$ cat src/rtl/egress_serializer_if.sv
// Handshake/bus bundle between the header executor, the serializer and the downstream byte sink.
interface egress_serializer_if #(
    parameter int HDR_MAX_LEN = 64,
    parameter int NUM_PORTS   = 4
);
    logic                     start_i;
    logic [8*HDR_MAX_LEN-1:0] pkt_hdr_i;
    logic [NUM_PORTS-1:0]     out_port_i;
    logic                     full_o;
    logic                     tx_valid_o;
    logic                     tx_ready_i;
    logic [7:0]               tx_data_o;
    logic [NUM_PORTS-1:0]     tx_port_o;
    logic                     tx_sop_o;
    logic                     tx_eop_o;
    logic [31:0]              pkt_cnt_o;
    logic [31:0]              drop_cnt_o;

    modport slave (
        input  start_i, pkt_hdr_i, out_port_i, tx_ready_i,
        output full_o, tx_valid_o, tx_data_o, tx_port_o,
               tx_sop_o, tx_eop_o, pkt_cnt_o, drop_cnt_o
    );

    modport master (
        output start_i, pkt_hdr_i, out_port_i, tx_ready_i,
        input  full_o, tx_valid_o, tx_data_o, tx_port_o,
               tx_sop_o, tx_eop_o, pkt_cnt_o, drop_cnt_o
    );
endinterface

$ cat src/rtl/egress_serializer.sv
// Two-slot header buffer that streams each stored header image byte by byte
// over a valid/ready link, with packet and drop counters.
module egress_serializer #(
    parameter int HDR_MAX_LEN = 64,
    parameter int NUM_PORTS   = 4
) (
    input logic               clk,
    input logic               rst,
    egress_serializer_if.slave bus
);
    localparam int IDXW = (HDR_MAX_LEN > 2) ? $clog2(HDR_MAX_LEN) : 1;
    localparam logic [IDXW-1:0] LAST_IDX = IDXW'(HDR_MAX_LEN - 1);
    localparam logic [0:0] ST_IDLE = 1'b0;
    localparam logic [0:0] ST_SEND = 1'b1;

    logic [7:0]           r_hdr [2][HDR_MAX_LEN];
    logic [NUM_PORTS-1:0] r_port [2];
    logic [0:0]           r_state;
    logic                 r_head;
    logic [1:0]           r_occ;
    logic [IDXW-1:0]      r_idx;
    logic                 r_full;
    logic [31:0]          r_pkt_cnt;
    logic [31:0]          r_drop_cnt;

    logic       w_valid;
    logic       w_last;
    logic       w_xfer;
    logic       w_eop_xfer;
    logic       w_free;
    logic       w_wr;
    logic       w_drop;
    logic       w_tail;
    logic [1:0] w_occ_next;

    assign w_valid    = (r_state == ST_SEND);
    assign w_last     = (r_idx == LAST_IDX);
    assign w_xfer     = w_valid && bus.tx_ready_i;
    assign w_eop_xfer = w_xfer && w_last;
    // A slot being released by this cycle's eop transfer may be refilled on the same edge.
    assign w_free     = (r_occ != 2'd2) || w_eop_xfer;
    assign w_wr       = bus.start_i && (bus.out_port_i != '0) && w_free;
    assign w_drop     = bus.start_i && !w_wr;
    assign w_tail     = r_head ^ r_occ[0];
    assign w_occ_next = r_occ + {1'b0, w_wr} - {1'b0, w_eop_xfer};

    assign bus.tx_valid_o = w_valid;
    assign bus.tx_data_o  = w_valid ? r_hdr[r_head][r_idx] : 8'd0;
    assign bus.tx_port_o  = w_valid ? r_port[r_head] : '0;
    assign bus.tx_sop_o   = w_valid && (r_idx == '0);
    assign bus.tx_eop_o   = w_valid && w_last;
    assign bus.full_o     = r_full;
    assign bus.pkt_cnt_o  = r_pkt_cnt;
    assign bus.drop_cnt_o = r_drop_cnt;

    always_ff @(posedge clk) begin
        if (w_wr) begin
            for (int b = 0; b < HDR_MAX_LEN; b++) begin
                r_hdr[w_tail][b] <= bus.pkt_hdr_i[8*b +: 8];
            end
            r_port[w_tail] <= bus.out_port_i;
        end
    end

    always_ff @(posedge clk or negedge rst) begin
        if (!rst) begin
            r_state    <= ST_IDLE;
            r_head     <= 1'b0;
            r_occ      <= 2'd0;
            r_idx      <= '0;
            r_full     <= 1'b0;
            r_pkt_cnt  <= 32'd0;
            r_drop_cnt <= 32'd0;
        end else begin
            case (r_state)
                ST_IDLE: if (w_wr) r_state <= ST_SEND;
                ST_SEND: if (w_eop_xfer && (w_occ_next == 2'd0)) r_state <= ST_IDLE;
                default: r_state <= ST_IDLE;
            endcase
            if (w_eop_xfer) begin
                r_idx     <= '0;
                r_head    <= ~r_head;
                r_pkt_cnt <= r_pkt_cnt + 32'd1;
            end else if (w_xfer) begin
                r_idx <= r_idx + 1'b1;
            end
            if (w_drop) begin
                r_drop_cnt <= r_drop_cnt + 32'd1;
            end
            r_occ  <= w_occ_next;
            r_full <= (w_occ_next == 2'd2);
        end
    end
endmodule

$ cat src/flat_wrapper.sv
// flat-port wrapper written by rule: the top's interface ports become plain ports
module egress_serializer_flat 
#(
    parameter int HDR_MAX_LEN = 64,
    parameter int NUM_PORTS   = 4
)
  (clk, rst, bus_start_i, bus_pkt_hdr_i, bus_out_port_i, bus_tx_ready_i, bus_full_o, bus_tx_valid_o, bus_tx_data_o, bus_tx_port_o, bus_tx_sop_o, bus_tx_eop_o, bus_pkt_cnt_o, bus_drop_cnt_o);
  egress_serializer_if #(.HDR_MAX_LEN(HDR_MAX_LEN), .NUM_PORTS(NUM_PORTS)) bus_i ();
  input logic clk;
  input logic rst;
  input wire logic [$bits(bus_i.start_i)-1:0] bus_start_i;
  input wire logic [$bits(bus_i.pkt_hdr_i)-1:0] bus_pkt_hdr_i;
  input wire logic [$bits(bus_i.out_port_i)-1:0] bus_out_port_i;
  input wire logic [$bits(bus_i.tx_ready_i)-1:0] bus_tx_ready_i;
  output wire logic [$bits(bus_i.full_o)-1:0] bus_full_o;
  output wire logic [$bits(bus_i.tx_valid_o)-1:0] bus_tx_valid_o;
  output wire logic [$bits(bus_i.tx_data_o)-1:0] bus_tx_data_o;
  output wire logic [$bits(bus_i.tx_port_o)-1:0] bus_tx_port_o;
  output wire logic [$bits(bus_i.tx_sop_o)-1:0] bus_tx_sop_o;
  output wire logic [$bits(bus_i.tx_eop_o)-1:0] bus_tx_eop_o;
  output wire logic [$bits(bus_i.pkt_cnt_o)-1:0] bus_pkt_cnt_o;
  output wire logic [$bits(bus_i.drop_cnt_o)-1:0] bus_drop_cnt_o;
  assign bus_i.start_i = bus_start_i;
  assign bus_i.pkt_hdr_i = bus_pkt_hdr_i;
  assign bus_i.out_port_i = bus_out_port_i;
  assign bus_i.tx_ready_i = bus_tx_ready_i;
  assign bus_full_o = bus_i.full_o;
  assign bus_tx_valid_o = bus_i.tx_valid_o;
  assign bus_tx_data_o = bus_i.tx_data_o;
  assign bus_tx_port_o = bus_i.tx_port_o;
  assign bus_tx_sop_o = bus_i.tx_sop_o;
  assign bus_tx_eop_o = bus_i.tx_eop_o;
  assign bus_pkt_cnt_o = bus_i.pkt_cnt_o;
  assign bus_drop_cnt_o = bus_i.drop_cnt_o;
  egress_serializer #(.HDR_MAX_LEN(HDR_MAX_LEN), .NUM_PORTS(NUM_PORTS)) u_core (.clk(clk), .rst(rst), .bus(bus_i));
endmodule
$ cat config.mk
export PLATFORM = sky130hd
export DESIGN_NAME = egress_serializer_flat
export DESIGN_NICKNAME = d
export VERILOG_FILES = /design/src/rtl/egress_serializer_if.sv /design/src/rtl/egress_serializer.sv /design/src/flat_wrapper.sv
export SDC_FILE = /design/constraint.sdc
export NUM_CORES = 1
export LEC_CHECK = 0
export BUFFER_PORTS_ARGS = -buffer_cell sky130_fd_sc_hd__buf_2
export CAP_MARGIN = 40
export CORE_MARGIN = 3
export CORE_UTILIZATION = 40
export DETAILED_ROUTE_END_ITERATION = 10
export PLACE_DENSITY = 0.63
export SLEW_MARGIN = 15
export SYNTH_ARGS = -nofsm -noshare
export SYNTH_HDL_FRONTEND = slang
export SYNTH_SLANG_ARGS = --single-unit
$ cat constraint.sdc
create_clock -name clk -period 25 [get_ports clk]
set_input_delay 3.75 -clock clk [delete_from_list [all_inputs] [get_ports clk]]
set_output_delay 3.75 -clock clk [all_outputs]
set_load 0.01 [all_outputs]
==> summary.md, run 1 <==
| Metric | Value |
|---|---|
| Required time worst endpoint | `21.25 ns` |
| Number of clock buffers inserted by TritonCTS | `112` |
| Via count of the first global-routing pass | `24546` |
| Global placer's final weighted congestion | `0.848` |
| RSZ-0062 raised after global routing | `no` |
| Post-Synthesis Net Count | `2623` |
| Most used routing layer | `met2` |
| Detailed-route DRC error count | `0` |
| CTS tree | `built` |
| Endpoint of the worst-slack reg-to-reg timing path | `u_core.r_hdr[1][413]$_DFFE_PP_` |
| LEAKAGE | `0.0180 uW` |
| CTS Hold Buffers Added | `0` |
| Routed length per instance | `28.0 um` |
| Final non-filler cell total | `4297` |
| Leading cell type in the layout, fill and taps excluded | `sky130_fd_sc_hd__edfxtp_1` |
| Highest ir drop seen on vdd | `0.0000736 V` |
| Number of buffers inserted to repair setup after CTS | `0` |
| Commonest non-fill, non-tap cells in the layout | `sky130_fd_sc_hd__edfxtp_1 (1032), sky130_fd_sc_hd__buf_2 (600), sky130_fd_sc_hd__mux4_2 (210)` |
| Number of hold violations in the final report | `0` |
| Synthesized area per cell | `20.5 um^2` |
| Avg Vias per Cell | `5.38` |
| RR Startpoint | `u_core.r_idx[0]$_DFFE_PN0P_` |
| Maximum number of pins on one net before global-route repair | `115` |
| Clock latency on the worst-skew pair | `0.72 ns` |
| Sequential area share after synthesis | `76.6%` |
| Final period util | `37.1%` |
| Cells after Synth | `2097` |
| Worst reg2reg setup slack | `19.08 ns` |
| Routed via count | `23125` |
| Die Y | `334 um` |
| Number of cells upsized or downsized after cts | `0` |
| Met3 track utilization from global routing | `6.43%` |
| Synth area leaders | `sky130_fd_sc_hd__edfxtp_1 (72%), sky130_fd_sc_hd__mux4_2 (11%), sky130_fd_sc_hd__dfrtp_1 (4.4%)` |
| Share of synthesized registers carrying an async set or reset | `6.78%` |
| Buffer levels on the longest clock path | `3` |
| Grt ovf | `0` |
| Post-Route Setup TNS | `0 ns` |
| First-pass GRT wire length | `171 mm` |
| Data arrival at the endpoint of the critical path | `5.52 ns` |
| Max FO, Critical Path | `35` |
| GRT met1 Usage | `25.5%` |
| Worst setup path endpoint | `bus_tx_data_o[2]` |
| X dimension of the die | `334 um` |
| Net count of the finished layout | `3304` |
| Final critical path time including I/O delays and setup | `9.27 ns` |
| Sink count of the clock tree | `1107` |
| Startpoint types | `flop` |
| Number of fillers in the final layout | `8732` |
| Worst setup startpoint | `u_core.r_head$_DFFE_PN0P_` |
| Count of flip-flops with a built-in enable after synthesis | `1032` |
| Portion of synthesized cell area occupied by the leading cell type | `72.2%` |
| Number of nets with antenna violations after detailed routing | `0` |
| Slew Limit Fails | `0` |
| Cell total after placement | `4050` |
| Number of antenna violations at the first check in global routing | `80` |
| Layout cells sized above 1 | `37.2%` |
| Type of the worst setup path | `reg -> out` |
| Met2 global-route usage | `38.4%` |
| Cell area after layout | `51600 um^2` |
| Die area | `111000 um^2` |
| Area growth from synthesis to layout | `20.2%` |
| Router iterations before antenna repair | `5` |
| Hold/Removal Path Class | `reg -> reg` |
| Max Clk Rate | `108 MHz` |
| Dominant cell type by area after synthesis | `sky130_fd_sc_hd__edfxtp_1` |
| Placed wire-length estimate | `87.3 mm` |
| Tightest slew margin relative to the limit | `41.1%` |
| Cell Rows | `119` |
| Number of storage elements in the synthesis netlist | `1107` |
| CTS HTree Levels | `3` |
| Number of warnings printed during yosys synthesis | `0` |
| # Max-Cap Violations | `0` |
| Netlist Area Pre-Place | `42900 um^2` |
| Top-level I/O count | `600` |
| Number of cells on the worst reg-to-reg path | `11` |
| Count of routing violations after the opening detailed-route iteration | `1774` |
| Final worst clock skew | `0.0264 ns` |
| CTS clock-pin slew for the worst setup and hold paths | `0.06 ns` |
| Yosys cell types | `66` |
| Global-route usage over all layers | `21.4%` |
| CTS root buf | `sky130_fd_sc_hd__clkbuf_16` |
| Result of the run | `complete, no violations` |
| Initial core utilization | `40.6%` |
| Crit. End Element | `output port` |
| Actual slew at the worst max-slew pin | `0.884 ns` |
| Total of buffers placed on input and output ports | `599` |
| Post-synth top flop | `sky130_fd_sc_hd__edfxtp_1` |
| Post-detailed-placement cell area | `47800 um^2` |
| Pwr/cell area | `116 nW/um^2` |
| Core area | `106000 um^2` |
| Routed Wire Length | `121 mm` |
| Final setup violation count | `0` |
[critical path, cell delays in order (launching register included)]
cell and delay, ns:
sky130_fd_sc_hd__dfrtp_4 0.75, sky130_fd_sc_hd__buf_4 0.49, sky130_fd_sc_hd__buf_4 0.56, sky130_fd_sc_hd__buf_4 0.64, sky130_fd_sc_hd__mux4_2 0.59, sky130_fd_sc_hd__mux2i_1 0.34, sky130_fd_sc_hd__o21ai_0 0.14, sky130_fd_sc_hd__a2111oi_1 0.51
sky130_fd_sc_hd__clkdlybuf4s15_2 0.33, sky130_fd_sc_hd__buf_4 0.12, sky130_fd_sc_hd__nor3b_1 0.04, sky130_fd_sc_hd__buf_2 0.18
[sequential cells by signal (all words and copies together) (netlist names)]
register / cells
u_core.bus.full_o: 1
u_core.r_idx: 6
u_core.bus.pkt_cnt_o: 32
u_core.bus.drop_cnt_o: 32
u_core.r_occ: 2
u_core.r_port: 8
u_core.bus.tx_valid_o: 1
u_core.r_head: 1
u_core.r_hdr: 1024
[Yosys cell counts, types with 11 or more instances]
cell type,count
sky130_fd_sc_hd__nand2_1,99
sky130_fd_sc_hd__dfrtp_1,75
sky130_fd_sc_hd__and2_1,11
sky130_fd_sc_hd__a31oi_1,20
sky130_fd_sc_hd__xor2_1,24
sky130_fd_sc_hd__buf_2,32
sky130_fd_sc_hd__nor2_1,40
sky130_fd_sc_hd__nor2b_1,15
sky130_fd_sc_hd__xnor2_1,44
sky130_fd_sc_hd__buf_6,20
sky130_fd_sc_hd__a22oi_1,76
sky130_fd_sc_hd__mux2i_1,118
sky130_fd_sc_hd__nand4_1,15
sky130_fd_sc_hd__a21oi_1,21
sky130_fd_sc_hd__nand3_1,42
sky130_fd_sc_hd__mux4_2,210
sky130_fd_sc_hd__edfxtp_1,1032
sky130_fd_sc_hd__clkbuf_1,38
sky130_fd_sc_hd__inv_1,12
sky130_fd_sc_hd__o21ai_0,15
sky130_fd_sc_hd__and3_1,15
[metal layers]
layer,part of all wire [%],routed length [um],vias to the layer above
li1,-,-,10051
met1,37,44700,11934
met2,53,63500,877
met3,8.0,9680,209
met4,1.9,2240,54
met5,0.31,371,-
[logic make-up (layout without fill, tap and decap cells)]
kind of cell / count (synthesis) / count (layout) / share of synthesized area [%]
other: 0 / 35 / 0
buffers and inverters: 118 / 892 / 1.61
AOI/OAI and AO/OA: 190 / 190 / 3.25
muxes: 331 / 331 / 13.8
and+or+nand+nor: 277 / 277 / 3.17
xor gates and xnor gates: 68 / 68 / 1.39
adders and majority gates: 6 / 6 / 0.175
DFF: 1107 / 1107 / 76.6
[where the power goes]
group	internal, uW	switching [uW]
Sequential	2580	134
Combinational	618	1050
Clock	902	705
Total	4100	1890
[cell type report]
class                      count  area, um^2  share of cell area (%)
antenna                       35        87.6                   0.170
multi-input combinational    872        9430                    18.3
clock buffer                 134        2900                    5.61
tap                         1391        1740                    3.37
sequential                  1107       32900                    63.7
inverter                      14        53.8                   0.104
clock inverter                73         644                    1.25
timing repair buffer         671        3880                    7.52
[metrics by stage]
step                util, %  power (uW)  hold WS (ns)  setup WS, ns
floorplan                 -        3980         0.504          6.41
global placement       44.8        4350         0.453         15.82
detailed placement     45.2        4460         0.458         16.19
CTS                    48.5        6070         0.468         15.41
global route           48.7        6260         0.481         15.13
finish                 48.8        5990         0.468         15.73
[worst min path at each step]
stage / startpoint / endpoint / slack, ns / cells past startpoint
after floorplan: u_core.bus.drop_cnt_o[31]$_DFFE_PN0P_ / u_core.bus.drop_cnt_o[31]$_DFFE_PN0P_ / 0.50 / 1
after global placement: u_core.bus.pkt_cnt_o[31]$_DFFE_PN0P_ / u_core.bus.pkt_cnt_o[31]$_DFFE_PN0P_ / 0.45 / 1
after detailed placement: u_core.bus.pkt_cnt_o[31]$_DFFE_PN0P_ / u_core.bus.pkt_cnt_o[31]$_DFFE_PN0P_ / 0.46 / 1
after CTS: u_core.bus.pkt_cnt_o[31]$_DFFE_PN0P_ / u_core.bus.pkt_cnt_o[31]$_DFFE_PN0P_ / 0.47 / 1
after global routing: u_core.bus.pkt_cnt_o[31]$_DFFE_PN0P_ / u_core.bus.pkt_cnt_o[31]$_DFFE_PN0P_ / 0.48 / 1
final: u_core.bus.pkt_cnt_o[31]$_DFFE_PN0P_ / u_core.bus.pkt_cnt_o[31]$_DFFE_PN0P_ / 0.47 / 1
Note: power is estimated with default switching activity, not from simulation.
==> inputs of run 2 (changes only) <==
- ABC_AREA: not set -> 1
- clock period: 25 -> 8.2 ns (I/O delays scaled with it)
==> run 2 against run 1 <==
Compared with the run above:
- non-clock buffer count shrank 26
- global-route usage grew 1.9 points
- die area rose by 7.9%
- power grew to 3.4 times the previous value
- clock power increased to 3.2 times the previous value
- routed wire length grew 19%
- critical path depth rose by 2
- clock skew up 0.0015 ns
- synthesized cell count grew 100%
- final area is 6.3% higher
- via count is 43% higher
- critical endpoint is now bus_tx_data_o[6]
- largest power group unchanged
- highest routed layer unchanged
==> summary.md, run 2 <==
| Metric | Value |
|---|---|
| Routed length per instance | `22.4 um` |
| CTS HTree Levels | `3` |
| Portion of synthesized cell area occupied by the leading cell type | `66.8%` |
| Post-synth top flop | `sky130_fd_sc_hd__edfxtp_1` |
| Cells after Synth | `4211` |
| Global placer's final weighted congestion | `0.889` |
| Most instantiated library cell after synthesis | `sky130_fd_sc_hd__edfxtp_1` |
| Sequential area share after synthesis | `70.8%` |
| Number of nets with antenna violations after detailed routing | `0` |
| Avg Vias per Cell | `5.16` |
| Cell area after layout | `54900 um^2` |
| Post-detailed-placement cell area | `51100 um^2` |
| Highest ir drop seen on vdd | `0.000279 V` |
| Dpl ws | `3.10 ns` |
| Number of hold violations in the final report | `0` |
| Die area | `120000 um^2` |
| Global-route usage over all layers | `23.3%` |
| Number of flip-flops under the largest register name | `1024` |
| Post-Synthesis Net Count | `4737` |
| Actual slew at the worst max-slew pin | `1.05 ns` |
| Top cells by instance count after synthesis | `sky130_fd_sc_hd__edfxtp_1 (1032), sky130_fd_sc_hd__nand2_1 (966), sky130_fd_sc_hd__nor2_1 (614), sky130_fd_sc_hd__nand3_1 (466), sky130_fd_sc_hd__o21ai_0 (318)` |
| X dimension of the die | `347 um` |
| Router iterations before antenna repair | `6` |
| Maximum number of pins on one net before global-route repair | `189` |
| CTS Hold Buffers Added | `0` |
| Top-level I/O count | `600` |
| Leading cell type in the layout, fill and taps excluded | `sky130_fd_sc_hd__edfxtp_1` |
| Crit. End Element | `output port` |
| # Max-Cap Violations | `0` |
| Via count of the first global-routing pass | `31457` |
| Routed Wire Length | `144 mm` |
| Count of routing violations after the opening detailed-route iteration | `3325` |
| Dominant cell type by area after synthesis | `sky130_fd_sc_hd__edfxtp_1` |
| Tightest slew margin relative to the limit | `29.8%` |
| Final worst clock skew | `0.0279 ns` |
| Detailed-route DRC error count | `0` |
| Number of buffers inserted to repair setup after CTS | `0` |
| Final critical path time including I/O delays and setup | `5.81 ns` |
| Netlist Area Pre-Place | `46400 um^2` |
| Crit path setup slack, layout | `2.39 ns` |
| Grt ovf | `0` |
| Final period util | `70.8%` |
| Number of cells upsized or downsized after cts | `0` |
| Area growth from synthesis to layout | `18.3%` |
| CTS clock-pin slew for the worst setup and hold paths | `0.06 ns` |
| Yosys cell types | `26` |
| Hold/Removal Path Class | `in -> async` |
| Max Clk Rate | `172 MHz` |
| Layout cells sized above 1 | `17.0%` |
| Number of storage elements in the synthesis netlist | `1107` |
| Cell Rows | `124` |
| Result of the run | `complete, no violations` |
| Share of synthesized registers carrying an async set or reset | `6.78%` |
| Number of antenna violations at the first check in global routing | `95` |
| Register with the most flip-flops | `u_core.r_hdr` |
| Die Y | `347 um` |
| Total of buffers placed on input and output ports | `599` |
| Placed wire-length estimate | `94.5 mm` |
| Commonest non-fill, non-tap cells in the layout | `sky130_fd_sc_hd__edfxtp_1 (1032), sky130_fd_sc_hd__nand2_1 (965), sky130_fd_sc_hd__nor2_1 (609)` |
| Count of flip-flops with a built-in enable after synthesis | `1032` |
| Synthesized area per cell | `11.0 um^2` |
| CTS tree | `built` |
| Synth area leaders | `sky130_fd_sc_hd__edfxtp_1 (67%), sky130_fd_sc_hd__nand2_1 (7.8%), sky130_fd_sc_hd__nand3_1 (5.0%)` |
| Number of warnings printed during yosys synthesis | `0` |
| Pwr/cell area | `376 nW/um^2` |
| Initial core utilization | `40.5%` |
| Clock latency on the worst-skew pair | `0.73 ns` |
| Final setup violation count | `0` |
| Sink count of the clock tree | `1107` |
| Startpoint types | `flop` |
| LEAKAGE | `0.0219 uW` |
| Buffer levels on the longest clock path | `3` |
| Routed via count | `33159` |
| RSZ-0062 raised after global routing | `no` |
| First-pass GRT wire length | `209 mm` |
| Max FO, Critical Path | `188` |
| Required time worst endpoint | `6.97 ns` |
| Slew Limit Fails | `0` |
| Data arrival at the endpoint of the critical path | `4.58 ns` |
| Type of the worst setup path | `reg -> out` |
| Net count of the finished layout | `5270` |
| Core area | `115000 um^2` |
| Number of clock buffers inserted by TritonCTS | `116` |
| Post-Route Setup TNS | `0 ns` |
| CTS root buf | `sky130_fd_sc_hd__clkbuf_16` |
run 2: cell count changes in the layout (fill, tap and decap cells not counted), moves of 20 or more:
cell,before,now
sky130_fd_sc_hd__o21ai_0,13,318
sky130_fd_sc_hd__diode_2,35,65
sky130_fd_sc_hd__buf_4,51,24
sky130_fd_sc_hd__a22oi_1,76,0
sky130_fd_sc_hd__inv_1,12,293
sky130_fd_sc_hd__xnor2_1,44,24
sky130_fd_sc_hd__nand2_1,99,965
sky130_fd_sc_hd__nand3_1,42,465
sky130_fd_sc_hd__mux4_2,210,0
sky130_fd_sc_hd__nor2_1,38,609
sky130_fd_sc_hd__a31oi_1,20,0
sky130_fd_sc_hd__o211ai_1,0,58
sky130_fd_sc_hd__mux2i_1,118,0
run 2: final timing paths:
check	start	endpoint	slack, ns	cells after the start
worst max-delay path	u_core.r_head$_DFFE_PN0P_	bus_tx_data_o[6]	2.39	13
worst min-delay path	rst	u_core.bus.drop_cnt_o[0]$_DFFE_PN0P_	0.43	1
worst max register to register	u_core.r_idx[5]$_DFFE_PN0P_	u_core.r_hdr[1][81]$_DFFE_PP_	3.96	9
worst min register to register	u_core.bus.pkt_cnt_o[28]$_DFFE_PN0P_	u_core.bus.pkt_cnt_o[28]$_DFFE_PN0P_	0.51	1
max in group asynchronous	rst	u_core.r_head$_DFFE_PN0P_	6.62	2
min in group clk	u_core.bus.pkt_cnt_o[28]$_DFFE_PN0P_	u_core.bus.pkt_cnt_o[28]$_DFFE_PN0P_	0.51	1
run 2: kinds of logic after synthesis:
| group | synth area share, % |
|---|---|
| and+or+nand+nor | 18.6 |
| adders and majority gates | 0.162 |
| DFF | 70.8 |
| buffers and inverters | 4.54 |
| AOI/OAI and AO/OA | 4.63 |
| xor gates and xnor gates | 1.19 |
run 2: layout make-up:
class,instances,area [um^2]
clock inverters,75,651
multi-input cells,2574,11500
clock buffers,142,3020
fillers,10336,59800
well taps,1512,1890
diodes,65,163
flip-flops and latches,1107,32900
inverters,300,1150
repair buffers,645,3660
run 2: power breakdown:
part / internal, uW / switching (uW) / total [uW] / leakage (uW)
Sequential: 8210 / 536 / 8750 / 0.0105
Clock: 2870 / 2220 / 5100 / 0.00177
Combinational: 1750 / 5030 / 6780 / 0.00958
Total: 12800 / 7800 / 20600 / 0.0219
run 2: stage by stage:
stage | total power (uW) | instances | utilization [%] | hold WS, ns
global route | 21800 | 6391 | 47.8 | 0.410
finish | 20600 | 6420 | 47.9 | 0.431
global placement | 15500 | 6133 | 44.4 | 0.480
floorplan | 13300 | 4211 | - | 0.519
CTS | 20800 | 6355 | 47.7 | 0.388
detailed placement | 15700 | 6138 | 44.5 | 0.503
run 2: critical path, cell delays in order, from the launching register on:
cell	delay [ns]
sky130_fd_sc_hd__dfrtp_4	0.97
sky130_fd_sc_hd__buf_4	0.49
sky130_fd_sc_hd__buf_12	0.58
sky130_fd_sc_hd__nor2_1	0.11
sky130_fd_sc_hd__nor2_1	0.11
sky130_fd_sc_hd__o21ai_0	0.09
sky130_fd_sc_hd__nand3_1	0.14
sky130_fd_sc_hd__nand3_1	0.16
sky130_fd_sc_hd__nand2_1	0.11
sky130_fd_sc_hd__nand2_1	0.06
sky130_fd_sc_hd__nand3_1	0.09
sky130_fd_sc_hd__nor2_1	0.04
sky130_fd_sc_hd__nor2_1	0.36
sky130_fd_sc_hd__buf_2	0.22
run 2: layer usage:
layer  part of all wire [%]  GRT usage [%]  routed length [um]
met1                     42           32.1               61000
met2                     47           36.6               66900
met3                    8.3           5.53               11900
met4                    2.6           7.64                3710
met5                   0.14              0                 206
